==> config.mk <==
export PLATFORM = sky130hd
export DESIGN_NAME = featuremap_pad_writer
export DESIGN_NICKNAME = d
export VERILOG_FILES = /design/src/rtl/featuremap_pad_writer.sv
export SDC_FILE = /design/constraint.sdc
export NUM_CORES = 1
export LEC_CHECK = 0
export ABC_AREA = 0
export CORE_UTILIZATION = 50
export CTS_BUF_LIST = sky130_fd_sc_hd__clkbuf_8
export DETAILED_ROUTE_END_ITERATION = 8
export GPL_TIMING_DRIVEN = 0
export PLACE_DENSITY = 0.83
export SLEW_MARGIN = 20
export SYNTH_ARGS = -nofsm -noshare
export SYNTH_HDL_FRONTEND = slang
export SYNTH_SLANG_ARGS = --single-unit
==> constraint.sdc <==
create_clock -name clk -period 2.7 [get_ports clk]
set_input_delay 0.54 -clock clk [delete_from_list [all_inputs] [get_ports clk]]
set_output_delay 0.54 -clock clk [all_outputs]
set_load 0.01 [all_outputs]
==> src/rtl/featuremap_pad_writer.sv <==
// Wraps a raster-order feature map with a one-pixel zero border and streams the
// padded frame into a channel FIFO, one word per cycle when not stalled.
module featuremap_pad_writer #(
    parameter int DATA_WIDTH = 32,
    parameter int WIDTH      = 112,
    parameter int HEIGHT     = 112
) (
    input  logic                  clk,
    input  logic                  rst,
    input  logic                  start,
    input  logic                  valid_in,
    input  logic [DATA_WIDTH-1:0] data_in,
    output logic                  ready_in,
    input  logic                  fifo_full,
    output logic                  wrreq,
    output logic [DATA_WIDTH-1:0] data_out,
    output logic                  busy,
    output logic                  frame_done
);

    localparam int CW = $clog2(WIDTH + 2);
    localparam int RW = $clog2(HEIGHT + 2);

    localparam logic [CW-1:0] COL_PAD_LAST  = CW'(WIDTH + 1);
    localparam logic [CW-1:0] COL_DATA_LAST = CW'(WIDTH - 1);
    localparam logic [RW-1:0] ROW_LAST      = RW'(HEIGHT - 1);

    typedef enum logic [2:0] {
        IDLE,
        TOP,
        LEFT,
        DATA,
        RIGHT,
        BOTTOM,
        DONE
    } state_t;

    state_t                  state_q, state_d;
    logic [CW-1:0]           col_q, col_d;
    logic [RW-1:0]           row_q, row_d;
    logic                    wrreq_q;
    logic [DATA_WIDTH-1:0]   data_q;
    logic                    done_q;
    logic                    emit;

    always_ff @(posedge clk or negedge rst) begin
        if (!rst) begin
            state_q <= IDLE;
            col_q   <= '0;
            row_q   <= '0;
        end else begin
            state_q <= state_d;
            col_q   <= col_d;
            row_q   <= row_d;
        end
    end

    // Every transition is gated by emit, so a FIFO stall or upstream gap freezes position.
    always_comb begin
        state_d = state_q;
        col_d   = col_q;
        row_d   = row_q;
        unique case (state_q)
            IDLE: begin
                if (start) begin
                    state_d = TOP;
                    col_d   = '0;
                    row_d   = '0;
                end
            end
            TOP: begin
                if (emit) begin
                    if (col_q == COL_PAD_LAST) begin
                        state_d = LEFT;
                        col_d   = '0;
                    end else begin
                        col_d = col_q + CW'(1);
                    end
                end
            end
            LEFT: begin
                if (emit) begin
                    state_d = DATA;
                    col_d   = '0;
                end
            end
            DATA: begin
                if (emit) begin
                    if (col_q == COL_DATA_LAST) begin
                        state_d = RIGHT;
                        col_d   = '0;
                    end else begin
                        col_d = col_q + CW'(1);
                    end
                end
            end
            RIGHT: begin
                if (emit) begin
                    if (row_q == ROW_LAST) begin
                        state_d = BOTTOM;
                        row_d   = '0;
                    end else begin
                        state_d = LEFT;
                        row_d   = row_q + RW'(1);
                    end
                end
            end
            BOTTOM: begin
                if (emit) begin
                    if (col_q == COL_PAD_LAST) begin
                        state_d = DONE;
                        col_d   = '0;
                    end else begin
                        col_d = col_q + CW'(1);
                    end
                end
            end
            DONE: begin
                state_d = IDLE;
            end
            default: begin
                state_d = IDLE;
                col_d   = '0;
                row_d   = '0;
            end
        endcase
    end

    always_comb begin
        ready_in = (state_q == DATA) && !fifo_full;
        busy     = (state_q != IDLE);
        emit     = 1'b0;
        unique case (state_q)
            TOP, LEFT, RIGHT, BOTTOM: emit = !fifo_full;
            DATA:                     emit = valid_in && !fifo_full;
            default:                  emit = 1'b0;
        endcase
    end

    always_ff @(posedge clk or negedge rst) begin
        if (!rst) begin
            wrreq_q <= 1'b0;
            data_q  <= '0;
            done_q  <= 1'b0;
        end else begin
            wrreq_q <= emit;
            done_q  <= (state_q == DONE);
            if (emit) begin
                data_q <= (state_q == DATA) ? data_in : '0;
            end
        end
    end

    assign wrreq      = wrreq_q;
    assign data_out   = data_q;
    assign frame_done = done_q;

endmodule

==> insert_results.sql, run 1 <==
INSERT INTO impl_metrics (metric_group, metric, value, unit) VALUES
('yosys', 'synth_sequential_area_ratio', '48.5', '%'),
('clocking', 'clock_tree.buffer_depth', '2', ''),
('yosys', 'postSynthRegisterBits', '51', ''),
('job', 'drv.max_cap_violation_count', '0', ''),
('routing', 'wl_per_cell', '13.7', 'microns'),
('power_and_ir_drop', 'switching_power', '0.000856', 'W'),
('global_routing', 'grt_pass1_wl', '9320', 'microns'),
('global_routing', 'grt_start_max_net_pins', '52', ''),
('global_routing', 'globalRouteOverflowTotal', '0', ''),
('timing', 'fmaxAchievable', '403', 'MHz'),
('floorplan', 'fp.dieH', '74.5', 'microns'),
('global_routing', 'gr-usage-all-layers', '21.9', '%'),
('clocking', 'clock_tree.htree_level_count', '2', ''),
('yosys', 'ys_warn_count', '0', ''),
('floorplan', 'horizontal_die_dimension', '74.5', 'microns'),
('yosys', 'yosysUniqueCellTypes', '44', ''),
('timing', 'skew', '0.00523', 'ns'),
('final_layout', 'design.final.nets', '394', ''),
('global_routing', 'm2_gr_usage', '37.0', '%'),
('setup_path', 'required_time_at_the_worst_slack_endpoint', '2.16', 'ns'),
('clocking', 'insertion_delay', '0.30', 'ns'),
('global_routing', 'antenna_violations_before_repair', '0', ''),
('power_and_ir_drop', 'cell_internal_pwr', '0.00167', 'W'),
('global_routing', 'most_utilized_layer_in_the_global_route_result', 'met2', ''),
('yosys', 'async_flop_share', '100', '%'),
('routing', 'ant_nets', '0', ''),
('status', 'status', 'completed', ''),
('timing', 'rsz0062_at_grt', 'false', ''),
('global_routing', 'met3_usage', '5.15', '%'),
('place', 'detailedPlacementHpwl', '4190', 'microns'),
('clocking', 'tritoncts.num_buffers', '5', ''),
('floorplan', 'initial_utilization', '51.8', '%'),
('final_layout', 'postLayoutCoreUtil', '69.6', '%'),
('yosys', 'count_of_flip_flops_with_a_built_in_enable_after_synthesis', '0', ''),
('global_routing', 'global_route.usage.met1', '27.0', '%'),
('timing', 'fin_setup_tns', '0', 'ns'),
('final_layout', 'drive_gt1_share', '5.63', '%'),
('floorplan', 'design.portCount', '73', ''),
('final_layout', 'stdcell_count', '425', ''),
('power_and_ir_drop', 'power.share.clock', '21.1', '%'),
('routing', 'drt-total-wl', '5830', 'microns'),
('final_layout', 'mostFrequentLayoutCells', 'sky130_fd_sc_hd__clkdlybuf4s50_1 (70), sky130_fd_sc_hd__dfrtp_1 (51), sky130_fd_sc_hd__nand2_1 (46)', ''),
('clocking', 'root_buffer', 'sky130_fd_sc_hd__clkbuf_8', ''),
('timing', 'final_max_slew_viol_count', '0', ''),
('setup_path', 'worst_path_largest_cell_delay', '0.54', 'ns'),
('floorplan', 'placementRows', '26', ''),
('clocking', 'cts_hold_buf', '0', ''),
('timing', 'setup_violations', '0', ''),
('power_and_ir_drop', 'post-layout-total-power', '0.00253', 'W'),
('routing', 'via_count', '2257', ''),
('final_layout', 'area_growth', '34.3', '%'),
('setup_path', 'crit_path_max_fo', '16', ''),
('routing', 'viasPerCell', '5.31', ''),
('hold_path', 'timing.hold.worst.class', 'input pin to async pin', ''),
('final_layout', 'num_antenna_cells', '0', ''),
('clocking', 'path_clk_slew', '0.09', 'ns'),
('final_layout', 'final_common_cell', 'sky130_fd_sc_hd__clkdlybuf4s50_1', ''),
('global_routing', 'first_global_vias', '2118', ''),
('setup_path', 'kind_of_end_point_of_the_critical_path', 'output port', ''),
('setup_path', 'arr_time_crit_path', '1.94', 'ns'),
('power_and_ir_drop', 'cellPowerDensity', '716', 'nW/um^2'),
('power_and_ir_drop', 'vdd_ir_drop_max', '0.346', 'mV'),
('timing', 'timing.final.hold_violations', '0', ''),
('place', 'place.gp.congestion', '0.871', ''),
('floorplan', 'die-area', '5550', 'sq um'),
('yosys', 'syn_nets', '318', ''),
('setup_path', 'critical_path.cell_chain', 'buf_6, and3b_2, and2_1, clkdlybuf4s50_1', ''),
('power_and_ir_drop', 'swShare', '33.9', '%'),
('setup_path', 'worst-setup-path-type', 'register to output port', ''),
('timing', 'max_slew.worst_pin.slew', '0.757', 'ns'),
('floorplan', 'core_region_area', '5070', 'sq um');
==> worst max-delay path, delay by kind of cell, from the launching register on <==
| family | cells | cell delay, ns |
|---|---|---|
| AND/OR/NAND/NOR | 2 | 0.57 |
| buffers and inverters | 2 | 0.68 |
| flip-flops | 1 | 0.39 |
==> per-layer routing <==
layer / share of wire, % / wire, microns
met3: 6.4 / 374
met2: 47 / 2730
met4: 1.6 / 95
met1: 45 / 2630
met5: 0 / 0
==> synthesized netlist by cell type, types with 3 or more instances <==
library cell / count / share of area (%)
sky130_fd_sc_hd__a21oi_1: 7 / 1.3
sky130_fd_sc_hd__and2_1: 3 / 0.71
sky130_fd_sc_hd__buf_2: 4 / 0.76
sky130_fd_sc_hd__clkbuf_1: 9 / 1.3
sky130_fd_sc_hd__dfrtp_1: 51 / 49
sky130_fd_sc_hd__ha_1: 3 / 1.4
sky130_fd_sc_hd__inv_1: 37 / 5.3
sky130_fd_sc_hd__mux2i_1: 32 / 12
sky130_fd_sc_hd__nand2_1: 46 / 6.6
sky130_fd_sc_hd__nand2b_1: 3 / 0.71
sky130_fd_sc_hd__nand3_1: 9 / 1.7
sky130_fd_sc_hd__nor2_1: 4 / 0.57
sky130_fd_sc_hd__nor2b_1: 3 / 0.71
sky130_fd_sc_hd__nor3_1: 9 / 1.7
sky130_fd_sc_hd__o21ai_0: 13 / 2.5
sky130_fd_sc_hd__o31ai_1: 5 / 1.4
sky130_fd_sc_hd__or3_1: 4 / 0.95
==> power groups by stage <==
| stage | Clock (W) | Sequential (W) | Combinational, W |
|---|---|---|---|
| CTS | 0.000545 | 0.00101 | 0.000986 |
| global placement | 0 | 0.00102 | 0.000954 |
| floorplan | 0 | 0.00106 | 0.000562 |
| global route | 0.000572 | 0.00104 | 0.00108 |
| finish | 0.000534 | 0.00102 | 0.000979 |
| detailed placement | 0 | 0.00103 | 0.000984 |
==> kinds of logic (layout without fill, tap and decap cells) <==
| family | count (synthesis) | after routing | share of synthesized area [%] |
|---|---|---|---|
| AOI/OAI and AO/OA | 42 | 42 | 10.9 |
| adders and majority gates | 3 | 3 | 1.43 |
| buffers and inverters | 52 | 129 | 8.18 |
| DFF | 51 | 51 | 48.5 |
| muxes | 33 | 33 | 12.6 |
| and+or+nand+nor | 97 | 97 | 18.3 |
==> state kept, by name, indices dropped and copies added, names as in the netlist <==
signal / flops
col_q: 7
data_out: 32
wrreq: 1
frame_done: 1
state_q: 3
row_q: 7
==> path summary, 6_finish.rpt <==
| check | startpoint | end | slack (ns) | depth (start not counted) |
|---|---|---|---|---|
| max in group asynchronous | rst | data_out[1] | 2.03 | 1 |
| worst min register to register | row_q[6] | row_q[6] | 0.50 | 1 |
| worst min-delay path | rst | data_out[30] | 0.25 | 1 |
| min in group clk | row_q[6] | row_q[6] | 0.50 | 1 |
| worst max register to register | col_q[0] | col_q[5] | 0.56 | 5 |
| worst max-delay path | state_q[0] | ready_in | 0.22 | 4 |
==> timing repair <==
| item | in CTS | in global routing |
|---|---|---|
| setup endpoints to repair | 1 | 1 |
| gates resized for setup | 2 | 0 |
| setup buffers | 0 | 0 |
==> metrics by stage <==
step	area [sq um]	hold WS (ns)
2_1_floorplan	2630	0.244
3_3_place_gp	3430	0.470
3_5_place_dp	3430	0.484
4_1_cts	3540	0.272
5_1_grt	3530	0.304
6_report	3530	0.249
==> area by class of cell <==
type / count / area (sq um) / area share [%]
buffer: 13 / 68.8 / 1.95
clock buffer: 5 / 68.8 / 1.95
clock inverter: 3 / 43.8 / 1.24
inverter: 37 / 139 / 3.93
multi-input combinational: 175 / 1140 / 32.3
sequential: 51 / 1280 / 36.1
tap: 70 / 87.6 / 2.48
timing repair buffer: 71 / 708 / 20.0
Note: power is estimated with default switching activity, not from simulation.
==> inputs of run 2 (changes only) <==
--- a/config.mk
+++ b/config.mk
@@ -11,6 +11,7 @@
 export DETAILED_ROUTE_END_ITERATION = 8
 export GPL_TIMING_DRIVEN = 0
 export PLACE_DENSITY = 0.83
+export SETUP_SLACK_MARGIN = 0.1
 export SLEW_MARGIN = 20
 export SYNTH_ARGS = -nofsm -noshare
 export SYNTH_HDL_FRONTEND = slang
==> insert_results.sql, run 2 (same netlist as run 1, synthesis figures left out) <==
INSERT INTO impl_metrics (metric_group, metric, value, unit) VALUES
('status', 'status', 'completed', ''),
('routing', 'wl_per_cell', '13.6', 'microns'),
('final_layout', 'final_common_cell', 'sky130_fd_sc_hd__clkdlybuf4s50_1', ''),
('setup_path', 'critical_path.cell_chain', 'clkbuf_1, nor3_1, inv_1, clkdlybuf4s50_1', ''),
('global_routing', 'grt_start_max_net_pins', '52', ''),
('floorplan', 'initial_utilization', '51.8', '%'),
('timing', 'final.min_clock_period', '2.36', 'ns'),
('routing', 'drt_pass1_iterations', '6', ''),
('clocking', 'clock_sinks', '51', ''),
('place', 'detailedPlacementHpwl', '4190', 'microns'),
('job', 'drv.max_cap_violation_count', '0', ''),
('routing', 'drt_drc_violations_left', '0', ''),
('clocking', 'root_buffer', 'sky130_fd_sc_hd__clkbuf_8', ''),
('place', 'place_ws', '0.0847', 'ns'),
('timing', 'fin_hold_ws', '0.249', 'ns'),
('timing', 'fin_setup_tns', '0', 'ns'),
('timing', 'skew', '0.00559', 'ns'),
('setup_path', 'worst_reg2reg_path_endpoint', 'col_q[5]', ''),
('setup_path', 'r2r_cells', '5', ''),
('setup_path', 'worst_path_largest_cell_delay', '0.55', 'ns'),
('final_layout', 'area_growth', '35.2', '%'),
('setup_path', 'crit_path_max_fo', '10', ''),
('global_routing', 'first_global_vias', '2119', ''),
('clocking', 'tritoncts.num_buffers', '5', ''),
('timing', 'timing.final.hold_violations', '0', ''),
('routing', 'drt_first_iter_violations', '94', ''),
('timing', 'setup_violations', '0', ''),
('floorplan', 'horizontal_die_dimension', '74.5', 'microns'),
('final_layout', 'mostFrequentLayoutCells', 'sky130_fd_sc_hd__clkdlybuf4s50_1 (69), sky130_fd_sc_hd__dfrtp_1 (51), sky130_fd_sc_hd__nand2_1 (46)', ''),
('routing', 'viasPerCell', '5.25', ''),
('setup_path', 'cpLargestDelayFamily', 'buffers and inverters', ''),
('timing', 'max_slew.worst_pin.slew', '0.768', 'ns'),
('clocking', 'insertion_delay', '0.30', 'ns'),
('global_routing', 'gr-usage-all-layers', '21.8', '%'),
('routing', 'via_count', '2240', ''),
('timing', 'slew_headroom', '48.3', '%'),
('timing', 'fmaxAchievable', '424', 'MHz'),
('floorplan', 'core_region_area', '5070', 'sq um'),
('power_and_ir_drop', 'cellPowerDensity', '715', 'nW/um^2'),
('timing', 'fin_ws', '0.341', 'ns'),
('place', 'place.gp.congestion', '0.871', ''),
('final_layout', 'nFillCells', '409', ''),
('setup_path', 'cp-start-kind', 'register', ''),
('final_layout', 'largest_register_ff_count', '32', ''),
('final_layout', 'design.final.nets', '396', ''),
('setup_path', 'worst-setup-path-type', 'register to output port', ''),
('place', 'numPortBuffers', '71', ''),
('clocking', 'post_cts_buffers', '0', ''),
('floorplan', 'design.portCount', '73', ''),
('routing', 'drt-total-wl', '5820', 'microns'),
('global_routing', 'globalRouteOverflowTotal', '0', ''),
('final_layout', 'num_antenna_cells', '0', ''),
('floorplan', 'fp.dieH', '74.5', 'microns'),
('final_layout', 'sequential_cell_area', '1280', 'sq um'),
('setup_path', 'cp_slowest_cell', 'sky130_fd_sc_hd__clkdlybuf4s50_1', ''),
('timing', 'rsz0062_at_grt', 'false', ''),
('hold_path', 'timing.hold.worst.class', 'input pin to async pin', ''),
('clocking', 'cts_hold_buf', '0', ''),
('floorplan', 'die-area', '5550', 'sq um'),
('global_routing', 'grt_pass1_wl', '9310', 'microns'),
('final_layout', 'multiInputGateArea', '1140', 'sq um'),
('setup_path', 'ff2ff_setup_slack', '0.56', 'ns'),
('power_and_ir_drop', 'vdd_ir_drop_max', '0.345', 'mV'),
('setup_path', 'arr_time_crit_path', '1.82', 'ns'),
('setup_path', 'required_time_at_the_worst_slack_endpoint', '2.16', 'ns'),
('setup_path', 'r2r_start', 'col_q[0]', ''),
('power_and_ir_drop', 'post-layout-total-power', '0.00254', 'W'),
('routing', 'ant_nets', '0', ''),
('clocking', 'clock_tree.buffer_depth', '2', ''),
('global_routing', 'antenna_violations_before_repair', '0', ''),
('floorplan', 'placementRows', '26', ''),
('final_layout', 'drive_gt1_share', '5.88', '%'),
('clocking', 'cts_tree', 'done', ''),
('clocking', 'clock_tree.htree_level_count', '2', ''),
('clocking', 'path_clk_slew', '0.10', 'ns'),
('setup_path', 'timing.critical_path.buf_inv', '3', ''),
('timing', 'fin_crit_sh', '87.4', '%'),
('power_and_ir_drop', 'power.static_leakage', '1.54', 'nW'),
('timing', 'final_max_slew_viol_count', '0', ''),
('setup_path', 'kind_of_end_point_of_the_critical_path', 'output port', '');
run 2: changes by cell type in the layout (fill, tap and decap cells not counted):
cell,change
sky130_fd_sc_hd__clkbuf_4,+1
sky130_fd_sc_hd__and3b_2,-1
sky130_fd_sc_hd__dlymetal6s2s_1,+1
sky130_fd_sc_hd__clkdlybuf4s50_1,-1
sky130_fd_sc_hd__clkbuf_8,+1
sky130_fd_sc_hd__and3b_1,+1
run 2: area by class of cell:
type                       instances  area share [%]
multi-input combinational        175            32.0
sequential                        51            35.9
clock buffer                       5            1.94
tap                               70            2.46
timing repair buffer              71            20.0
clock inverter                     3            1.23
inverter                          37            3.91
buffer                            15            2.53
run 2: worst reg2reg max path: stages (launching register included):
cell and delay [ns]:
sky130_fd_sc_hd__dfrtp_1 0.41, sky130_fd_sc_hd__ha_1 0.22, sky130_fd_sc_hd__nand3_1 0.17, sky130_fd_sc_hd__o31ai_1 0.68, sky130_fd_sc_hd__a211oi_1 0.23, sky130_fd_sc_hd__a221o_1 0.33
run 2: metrics by stage:
step,std cells,utilization (%),instance area [sq um]
floorplan,278,-,2630
global placement,419,67.6,3430
detailed placement,419,67.5,3430
CTS,427,69.9,3550
global route,427,70.0,3550
finish,427,70.0,3550
run 2: how the worst max path moves through the flow:
stage | from | end | slack, ns | depth (start not counted)
2_1_floorplan | fifo_full | row_q[5] | 0.69 | 5
4_1_cts | state_q[0] | ready_in | 0.10 | 6
6_report | state_q[2] | busy | 0.34 | 4
3_3_place_gp | rst | col_q[2] | -0.38 | 1
3_5_place_dp | state_q[0] | ready_in | 0.08 | 6
5_1_grt | state_q[2] | busy | 0.21 | 4
run 2: timing repair:
item | 4_1_cts | 5_1_grt
resized for setup | 4 | 3
hold endpoints to repair | 0 | 0
endpoints found under the setup margin | 1 | 1
run 2: layer usage:
layer,up-vias,GRT usage [%],wire length [microns]
li1,1098,-,-
met1,1063,27.1,2610
met2,70,37.2,2750
met3,9,3.93,363
met4,0,9.22,91
met5,-,0,0
run 2: power breakdown:
part           switching (W)  internal [W]
Sequential          0.000108      0.000907
Combinational       0.000492      0.000498
Clock               0.000259      0.000276
Total               0.000859       0.00168
==> patch, RTL diff (flow settings as in run 1) <==
Set the parameter `HEIGHT` to 56 (it was 112).
--- a/src/rtl/featuremap_pad_writer.sv
+++ b/src/rtl/featuremap_pad_writer.sv
@@ -3,7 +3,7 @@
 module featuremap_pad_writer #(
     parameter int DATA_WIDTH = 32,
     parameter int WIDTH      = 112,
-    parameter int HEIGHT     = 112
+    parameter int HEIGHT     = 56
 ) (
     input  logic                  clk,
     input  logic                  rst,
Behaviour: no difference found for any inputs over 10 cycles, from zero or initial values and one cycle with rst low; that may be too few to reach the edited logic, so the function may still have changed.
==> patch against run 1 <==
- the flow now finishes with violations (DRC)
- sequential cell count fell by 1
- fmax fell by 4.6%
- non-clock buffer count rose by 4
- worst setup slack got worse by 120 ps
- synthesized area fell by 9.4%
- synthesized cell count fell by 2.2%
- routed wire length fell by 4.0%
- total power rose by 25%
- cell area fell by 6.8%
- sequential share of layout area rose by 1.9 points
- critical path type is now in2out
- critical endpoint unchanged
==> patch: results (changes against run 1) <==
| Metric | Value |
|---|---|
| Startpoint of the worst setup timing path | fifo_full |
| Cell with the most instances after synthesis | sky130_fd_sc_hd__nand2_1 |
| Sequential area share after synthesis | 52.5% (+4.0 points) |
| Compound-Gate Fraction of Synth Area | 16.4% (+5.5 points) |
| Starting DRC count in detailed routing | 150 (+110%) |
| Maximum number of pins on one net before global-route repair | 33 (-37%) |
| Cell count of the worst reg-to-reg path | 6 (+1) |
| Reg-to-Reg Start | state_q[0]$_DFFE_PN0P_ |
| Antenna violations before repair | 0 (unchanged) |
| Average routed wire per standard cell | 13.9 um (+1.3%) |
| Number of buffers added on ports | 72 (+1.4%) |
| Peak fanout along the critical path | 10 (-6) |
| Static leakage | 1.40 nW (-7.1%) |
| Number of distinct library cells after synthesis | 41 (-6.8%) |
| Fill cells | 366 (-11%) |
| Via count of the routed design | 2193 (-2.8%) |
| Outcome | complete, but fails checks |
| Sw Pwr | 1.14 mW (+33%) |
| Weighted congestion reported at the end of routability-driven placement | 0.939 (+7.8%) |
| Worst ir drop on vdd | 0.421 mV (+22%) |
| Largest stage delay, worst path | 580 ps (+40 ps) |
| Detailed placement HPWL | 4140 um (-1.1%) |
| Most area-consuming cells after synthesis | sky130_fd_sc_hd__dfrtp_1 52%, sky130_fd_sc_hd__nand2_1 13%, sky130_fd_sc_hd__o21ai_0 9.4%, sky130_fd_sc_hd__nor3_1 2.3%, sky130_fd_sc_hd__clkbuf_1 2.0% |
| Post-Synthesis Net Count | 312 (-1.9%) |
| List of most frequent post-synthesis cells | 80 x sky130_fd_sc_hd__nand2_1, 50 x sky130_fd_sc_hd__dfrtp_1, 45 x sky130_fd_sc_hd__o21ai_0, 13 x sky130_fd_sc_hd__clkbuf_1 |
| Number of buffers inserted to repair setup after CTS | 0 (unchanged) |
| Power attributed to combinational cells | 1.44 mW (+47%) |
| Count of instances resized after the clock tree is built | 0 (-2) |
| Total sequential power | 1.18 mW (+16%) |
| First-pass GRT wire length | 9520 um (+2.2%) |
| Number of global-route vias before repair | 2076 (-2.0%) |
| Max Clock Skew | 3.59 ps (-1.64 ps) |
| Post-layout net count | 391 (-0.76%) |
| Slew HR | 63.8% (+15 points) |
| Multiplexer area fraction after synthesis | 0.840% (-12 points) |
| Violated checks | DRC |
| Tot GR Track Use | 24.3% (+2.4 points) |
| Arithmetic-cell share of the synthesized area counting full adders, half adders and majority gates | 1.57% (+0.15 points) |
| DRT Pass-1 Iters | 7 (+1) |
| Arrival time of data at the critical path endpoint | 2060 ps (+120 ps) |
| Overall power | 3.16 mW (+25%) |
| Total DRC errors in the routed layout | 10 (+10) |
| Number of H-tree levels | 2 (unchanged) |
| Xor/xnor share of the synthesized area | 1.10% (+1.1 points) |
| Crit-path slowest cell | sky130_fd_sc_hd__clkdlybuf4s50_1 |
| Class of the tightest hold or removal check | in2async |
| Share of final-layout standard cells stronger than drive strength 1 | 4.56% (-1.1 points) |
patch: metrics by stage:
stage	worst slack [ps]	area [um2]	cells	util, %	hold WS (ps)
finish	96.9	3290	403	73.6	172
global route	3.13	3290	403	73.6	205
CTS	102	3300	404	73.7	181
detailed placement	99.0	3180	397	71.2	469
global placement	-366	3170	396	70.8	462
floorplan	767	2380	272	-	244
patch: area by class of cell:
type / count / area [um2] / share of cell area [%]
buffer: 15 / 72.6 / 2.20
clock inverter: 1 / 30.0 / 0.912
tap: 52 / 65.1 / 1.98
sequential: 50 / 1250 / 38.0
timing repair buffer: 73 / 736 / 22.3
multi-input combinational: 200 / 1030 / 31.4
inverter: 6 / 22.5 / 0.684
clock buffer: 6 / 82.6 / 2.51
patch: routing by layer:
layer	part of all wire [%]	GRT usage, %	vias to the layer above
met2	48	40.4	72
li1	-	-	1085
met3	6.5	4.13	9
met5	0	0	-
met1	44	31.9	1027
met4	1.9	9.78	0
